$ cat src/rtl/z80_iport_pkg.sv
// rtl/z80_iport_pkg.sv - shared bus types and register map for the input port
package z80_iport_pkg;

  typedef struct packed {
    logic [15:0] addr;
    logic [7:0]  dmaster;
    logic        inta;
  } Z80MasterBus;

  typedef struct packed {
    logic [7:0] dslave;
  } Z80SlaveBus;

  localparam logic [1:0] IPORT_DATA   = 2'd0;
  localparam logic [1:0] IPORT_STATUS = 2'd1;
  localparam logic [1:0] IPORT_MASK   = 2'd2;
  localparam logic [1:0] IPORT_CTRL   = 2'd3;

  localparam logic [7:0] IPORT_IDLE_DATA = 8'hFF;

endpackage

$ cat src/rtl/pin_sync.sv
// rtl/pin_sync.sv - one-bit synchroniser, optional debouncer (IPORT_DEBOUNCE_EN), edge pulses
module pin_sync #(
  parameter int SYNC_STAGES = 2,
  parameter int DEB_CYCLES  = 16
) (
  input  logic clk,
  input  logic reset_n,
  input  logic pin,
  output logic level,
  output logic rise,
  output logic fall
);

  logic [SYNC_STAGES-1:0] sync_q;
  logic                   synced;
  logic                   prev_q;

  always_ff @(posedge clk or negedge reset_n) begin
    if (!reset_n) sync_q <= '0;
    else          sync_q <= {sync_q[SYNC_STAGES-2:0], pin};
  end

  assign synced = sync_q[SYNC_STAGES-1];

`ifdef IPORT_DEBOUNCE_EN
  localparam int CW = $clog2(DEB_CYCLES + 1);

  logic [CW-1:0] deb_cnt;
  logic          deb_q;

  // Level only follows the synced input after DEB_CYCLES consecutive disagreeing clks.
  always_ff @(posedge clk or negedge reset_n) begin
    if (!reset_n) begin
      deb_cnt <= '0;
      deb_q   <= 1'b0;
    end else if (synced != deb_q) begin
      if (deb_cnt == CW'(DEB_CYCLES - 1)) begin
        deb_q   <= synced;
        deb_cnt <= '0;
      end else begin
        deb_cnt <= deb_cnt + 1'b1;
      end
    end else begin
      deb_cnt <= '0;
    end
  end

  assign level = deb_q;
`else
  localparam int unused_deb_cycles = DEB_CYCLES;

  assign level = synced;
`endif

  always_ff @(posedge clk or negedge reset_n) begin
    if (!reset_n) prev_q <= 1'b0;
    else          prev_q <= level;
  end

  assign rise = level & ~prev_q;
  assign fall = ~level & prev_q;

endmodule

$ cat src/rtl/iport_irq.sv
// rtl/iport_irq.sv - Z80 input port with edge-capture status, IM2 interrupt; debounce via IPORT_DEBOUNCE_EN
module iport_irq
  import z80_iport_pkg::*;
#(
  parameter int         SYNC_STAGES  = 2,
  parameter logic [7:0] RESET_VECTOR = 8'hF0,
  parameter int         DEB_CYCLES   = 16
) (
  input  logic        clk,
  input  logic        reset_n,
  input  logic        ena,
  input  logic        iord,
  input  logic        iowr,
  input  Z80MasterBus ibus,
  output Z80SlaveBus  obus,
  input  logic [7:0]  pins,
  output logic        int_n
);

  logic [7:0] pin_level;
  logic [7:0] pin_rise;
  logic [7:0] pin_fall;
  logic [7:0] edges;
  logic [7:0] status_q;
  logic [7:0] mask_q;
  logic [7:0] ctrl_q;
  logic [7:0] clr;
  logic [7:0] rd_data;
  logic [7:0] dslave_q;
  logic       int_n_q;
  logic       wr_req;
  logic       wr_seen_q;
  logic       wr_fire;
  logic       unused_addr;

  assign unused_addr = ^ibus.addr[15:2];

  for (genvar i = 0; i < 8; i++) begin : g_pin
    pin_sync #(
      .SYNC_STAGES(SYNC_STAGES),
      .DEB_CYCLES (DEB_CYCLES)
    ) u_pin_sync (
      .clk    (clk),
      .reset_n(reset_n),
      .pin    (pins[i]),
      .level  (pin_level[i]),
      .rise   (pin_rise[i]),
      .fall   (pin_fall[i])
    );
  end

  assign edges = ctrl_q[0] ? pin_fall : pin_rise;

  // wr_seen resets high so a strobe already held at reset release is ignored.
  assign wr_req  = ena & iowr;
  assign wr_fire = wr_req & ~wr_seen_q;
  assign clr     = (wr_fire && ibus.addr[1:0] == IPORT_STATUS) ? ibus.dmaster : 8'h00;

  always_ff @(posedge clk or negedge reset_n) begin
    if (!reset_n) begin
      wr_seen_q <= 1'b1;
      status_q  <= 8'h00;
      mask_q    <= 8'h00;
      ctrl_q    <= RESET_VECTOR & 8'hFE;
    end else begin
      wr_seen_q <= wr_req;
      status_q  <= (status_q & ~clr) | edges;
      if (wr_fire && ibus.addr[1:0] == IPORT_MASK) mask_q <= ibus.dmaster;
      if (wr_fire && ibus.addr[1:0] == IPORT_CTRL) ctrl_q <= ibus.dmaster;
    end
  end

  always_comb begin
    rd_data = IPORT_IDLE_DATA;
    case (ibus.addr[1:0])
      IPORT_DATA:   rd_data = pin_level;
      IPORT_STATUS: rd_data = status_q;
      IPORT_MASK:   rd_data = mask_q;
      IPORT_CTRL:   rd_data = ctrl_q;
      default:      rd_data = IPORT_IDLE_DATA;
    endcase
  end

  // Acknowledge outranks a register read and does not depend on ena.
  always_ff @(posedge clk or negedge reset_n) begin
    if (!reset_n) begin
      dslave_q <= IPORT_IDLE_DATA;
      int_n_q  <= 1'b1;
    end else begin
      if (ibus.inta)       dslave_q <= {ctrl_q[7:1], 1'b0};
      else if (ena & iord) dslave_q <= rd_data;
      else                 dslave_q <= IPORT_IDLE_DATA;
      int_n_q <= ~|(status_q & mask_q);
    end
  end

  assign obus.dslave = dslave_q;
  assign int_n       = int_n_q;

endmodule
$ cat config.mk
export PLATFORM = sky130hd
export DESIGN_NAME = iport_irq
export DESIGN_NICKNAME = d
export VERILOG_FILES = /design/src/rtl/z80_iport_pkg.sv /design/src/rtl/pin_sync.sv /design/src/rtl/iport_irq.sv
export SDC_FILE = /design/constraint.sdc
export NUM_CORES = 1
export LEC_CHECK = 0
export ABC_AREA = 0
export CAP_MARGIN = 20
export CORE_MARGIN = 4
export CORE_UTILIZATION = 55
export DETAILED_ROUTE_END_ITERATION = 10
export PLACE_DENSITY = 0.85
export RECOVER_POWER = 25
export REMOVE_ABC_BUFFERS = 1
export SLEW_MARGIN = 30
export SYNTH_ARGS = -nofsm -noshare
export SYNTH_HDL_FRONTEND = slang
export SYNTH_SLANG_ARGS = --single-unit
$ cat constraint.sdc
create_clock -name clk -period 2.3 [get_ports clk]
set_input_delay 0.69 -clock clk [delete_from_list [all_inputs] [get_ports clk]]
set_output_delay 0.69 -clock clk [all_outputs]
set_load 0.03 [all_outputs]
# Word level (Yosys, flattened, before mapping)

Index checks and enable logic that the tools add are counted.

Logic and storage cells: 76
Bits in registers: 58
Input bits: 38
Output and inout bits: 9

Eq/ne operators: 3
Muxes and demuxes: 5
Reduce and logical (&&, ||, !) cells: 6
Bitwise gates (word level): 40

Operators by type and width:

| operator                                                               | count |
|---|---|
| 8-bit 2-to-1 mux                                                       | 4 |
| 8-bit case mux with 4 select lines                                     | 1 |
| 1-bit AND                                                              | 19 |
| 1-bit inverter                                                         | 17 |
| 8-bit AND                                                              | 2 |
| 8-bit inverter                                                         | 1 |
| 8-bit OR                                                               | 1 |
| 8-bit OR reduction                                                     | 1 |
| 2-bit equality test (second input constant)                            | 2 |
| 1-bit logical AND                                                      | 3 |
| 2-bit by 1-bit equality test with 1-bit output (second input constant) | 1 |
| 2-bit logical NOT                                                      | 1 |
| 1-bit logical NOT                                                      | 1 |

# Logic depth before layout (Yosys ltp)

Depth after elaboration: 7
Gate-level depth with buffers: 5
Gate-level depth less buffers: 3

# By module

A second synthesis with hierarchy kept.

Cell total of the unflattened synthesis: 185
Area, all modules: 2409.8 µm²

By module, submodules not included:

| module    | area each (µm²) | seq. area each (µm²) | instances | cells each |
|---|---|---|---|---|
| iport_irq | 1689.1          | 868.3                | 1         | 145 |
| pin_sync  | 90.1            | 75.1                 | 8         | 5 |

# Worst setup path before layout

OpenSTA, ideal clock, no wires.

Kind: input to register
Start point: input ibus[9] (netlist name)
End point: register mask_q[0]
Path buffers: 2
Library setup time: 0.125 ns
Setup slack: 0.612 ns
Cell stages on the path: 4
Required time: 2.175 ns
Arrival time: 1.563 ns
Cell sequence: buf_4 and4bb_1 buf_6 mux2_4

Cells in the longest elaborated chain, start to end: 2

Ends and longest elaborated chain:

| item                 | RTL line        | text |
|---|---|---|
| start, declared      | iport_irq.sv:14 | `input Z80MasterBus ibus,` |
| 2-bit equality test  | iport_irq.sv:68 | `if (wr_fire && ibus.addr[1:0] == IPORT_MASK) mask_q <= ibus.dmaster;` |
| 1-bit logical AND    | iport_irq.sv:68 |  |
| end signal, assigned | iport_irq.sv:68 |  |
| end, declared        | iport_irq.sv:25 | `logic [7:0] mask_q;` |

No other way between the ends.
A chain may end at the register's enable or synchronous reset.

# Worst setup path in the final report

Start point: register dslave_q[4], in the netlist obus[4]
End point: output obus[4] (netlist name)

RTL lines:

| item                   | RTL line        | text |
|---|---|---|
| start, declared        | iport_irq.sv:29 | `logic [7:0] dslave_q;` |
| start signal, assigned | iport_irq.sv:90 | `if (ibus.inta) dslave_q <= {ctrl_q[7:1], 1'b0};` |
| start signal, assigned | iport_irq.sv:91 | `else if (ena & iord) dslave_q <= rd_data;` |
| end, declared          | iport_irq.sv:15 | `output Z80SlaveBus obus,` |

No word-level cell between the ends.

==> summary.md <==
| Metric | Value |
|---|---|
| Die H | `74.2 um` |
| Core Area | `4120 sq um` |
| Die W | `between 70 and 80 um` |
| Worst setup margin | `roughly 100 ps` |
| Worst Setup End Kind | `primary output` |
| CP max stage cell | `clkdlybuf4s50_1` |
| Vias per inst | `between 5 and 6` |
| Synthesis-stage register bit count | `58` |
| Synth Cell Area | `2410 sq um` |
| DRT Pass-1 Iters | `4` |
| CTS hold repair buffers | `0` |
| Synth warn | `0` |
| DP HPWL | `3310 um` |
| Maximum number of pins on one net before global-route repair | `37` |
| PortBufs | `32` |
| Crit path DAT | `1510 ps` |
| Gate count of the mapped netlist | `around 170` |
| Drt wl/cell | `17.2 um` |
| Number of synthesized flops with an enable pin | `0` |
| Sink Count | `slightly below 60` |
| Layout area overhead | `23.8%` |
| Tot GR Track Use | `19.3%` |
| Post-Layout Cell Count | `271` |
| Starting Density | `58.5%` |
| Diode count | `0` |
| Worst min-delay path category | `reg2reg` |
| DRT antenna net count | `0` |
| First-pass GRT wire length | `7600 um` |
| RSZ-0062 raised after global routing | `no` |
| Crit path time final | `roughly 2200 ps` |
| Setup repair bufs after CTS | `0` |
| Dpl ws | `65.9 ps` |
| Worst Clk Skew | `4.23 ps` |
| Fin. Hold Viols | `0` |
| Syn avg cell area | `14.1 sq um` |
| Commonest non-fill, non-tap cells in the layout | `44 x dfrtp_1, 31 x clkdlybuf4s50_1, 15 x inv_1, 15 x mux2_1, 14 x dfstp_2` |
| Clock insertion delay at the later pin of the skew report | `320 ps` |
| Register area share after synthesis | `approximately three fifths` |
| CP Cell Sequence | `clkdlybuf4s50_1` |
| CTS buffer count | `9` |
| Post-route DRC | `0` |
| Fmax | `455 MHz` |
| Pins over their slew limit | `0` |
| Outcome | `finished clean` |
| Final cycle utilization of the critical path | `95.5%` |
| Layout cell share with drive strength beyond 1 | `roughly a quarter` |
| Vias in the first global route | `1559` |
| Clock buffer depth | `2` |
| Post-CTS Resized | `0` |
| Max incr delay on CP | `about 670 ps` |
| Family with the most delay on the worst path | `buffers and inverters` |
| Headroom to the max-slew limit | `18.9%` |
| Fraction of registers with async set/reset | `100%` |
| DP Cell Count | `255` |
| WP data required | `~1600 ps` |
| Max Cap Viol | `0` |
| Multi-input gate area | `between 800 and 900 sq um` |
| Setup crit start kind | `flip-flop` |
| Final TNS setup | `0 ps` |
| Worst Tran Pin Value | `1220 ps` |
| Clock Tree Root | `clkbuf_8` |
| Setup CP Type | `reg2out` |
| Nets@finish | `254` |
| Leak | `1.29 nW` |
| Total gr overflow | `0` |
| Die area | `5500 sq um` |
| 1st-iter DRT viols | `121` |
| GP Congestion | `0.875` |
| Most common cell after layout, fill and taps aside | `dfrtp_1` |
| Via count | `1535` |
| Crit path buf inv count | `1` |
| I/O pins | `between 40 and 50` |
| WL final | `4660 um` |
| Cell Pwr Density | `817 nW/um^2` |
| Pwr Total | `2.44 mW` |
| Fill cells | `about 260` |
| Max VDD drop | `0.466 mV` |
| Initial antenna violation count | `0` |
| CTS tree | `done` |
| Distinct cells, synth | `31` |
| Worst-path fanout max | `1` |
| H-tree lvl count | `3` |
| Register area | `between 1000 and 1500 sq um` |
| Setup violations, final | `0` |
| Main flop type after synthesis | `dfrtp_1` |
| Number of cell rows | `23` |
| CTS clk-pin slew, worst paths | `60 ps` |
## sequential cells by signal, summed over array words and instances (netlist names)
register                 count
g_pin.u_pin_sync.sync_q     16
ctrl_q                       8
g_pin.u_pin_sync.prev_q      8
mask_q                       8
obus                         8
status_q                     8
int_n                        1
wr_seen_q                    1
## final cells by class
| type | instances | share of cell area (%) |
|---|---|---|
| well taps | 50 | 2.10 |
| flip-flops and latches | 58 | 49.3 |
| clock buffers | 13 | 5.00 |
| clock inverters | 3 | 0.504 |
| inverters | 15 | 1.89 |
| repair buffers | 41 | 13.2 |
| multi-input cells | 91 | 28.0 |
## layer usage
| metal | share of wire, % | vias to the layer above | wire length [um] | track usage (%) |
|---|---|---|---|---|
| li1 | - | 708 | - | - |
| met1 | 41 | 770 | 1920 | 24.8 |
| met2 | 50 | 50 | 2330 | 29.1 |
| met3 | 7.0 | 7 | 328 | 6.62 |
| met4 | 1.8 | 0 | 82 | 10.1 |
| met5 | 0 | - | 0 | 0 |
## logic make-up (layout without fill, tap and decap cells)
group / count (synthesis) / count (layout) / share of synthesized area [%]
DFF: 58 / 58 / 61.0
AOI/OAI and AO/OA: 35 / 35 / 10.1
muxes: 31 / 31 / 16.2
and+or+nand+nor: 25 / 25 / 8.32
buffers and inverters: 22 / 72 / 4.31
## cells in the mapped netlist (all sizes together) (2+ instances only)
library cell / number / area share (%)
o221ai: 7 / 2.5
clkbuf: 3 / 0.52
dfrtp: 44 / 46
mux2: 30 / 15
a22oi: 4 / 1.2
a21o: 7 / 2.2
nand2b: 8 / 2.1
nand4b: 2 / 1.4
inv: 15 / 2.3
buf: 4 / 1.5
a21oi: 7 / 1.5
dfstp: 14 / 15
o22ai: 8 / 2.1
nand3b: 7 / 2.2
## final timing paths
| check | from | end | slack, ps | depth (start not counted) |
|---|---|---|---|---|
| max in group asynchronous | reset_n | ctrl_q[5]$_DFFE_PN1P_ | 860 | 2 |
| worst max-delay path | obus[4]$_DFF_PN1_ | obus[4] | 100 | 1 |
| worst max register to register | ctrl_q[0]$_DFFE_PN0P_ | obus[0]$_DFF_PN1_ | 930 | 3 |
| worst min register to register | g_pin[2].u_pin_sync.sync_q[0]$_DFF_PN0_ | g_pin[2].u_pin_sync.sync_q[1]$_DFF_PN0_ | 350 | 0 |
| worst min-delay path | g_pin[2].u_pin_sync.sync_q[0]$_DFF_PN0_ | g_pin[2].u_pin_sync.sync_q[1]$_DFF_PN0_ | 350 | 0 |
| min in group asynchronous | reset_n | g_pin[1].u_pin_sync.prev_q$_DFF_PN0_ | 600 | 1 |
## through the flow
step	hold slack (ps)	instance area (sq um)	util, %
2_1_floorplan	331	2360	-
3_5_place_dp	335	2820	68.5
6_report	347	2980	72.4
3_3_place_gp	332	2820	68.5
5_1_grt	355	2980	72.4
4_1_cts	331	2980	72.5
## where the power goes
| part | switching [mW] | total [mW] | internal, mW |
|---|---|---|---|
| Sequential | 0.0936 | 1.26 | 1.16 |
| Combinational | 0.175 | 0.401 | 0.226 |
| Clock | 0.361 | 0.777 | 0.415 |
| Total | 0.630 | 2.44 | 1.81 |
Note: power is estimated with default switching activity, not from simulation.
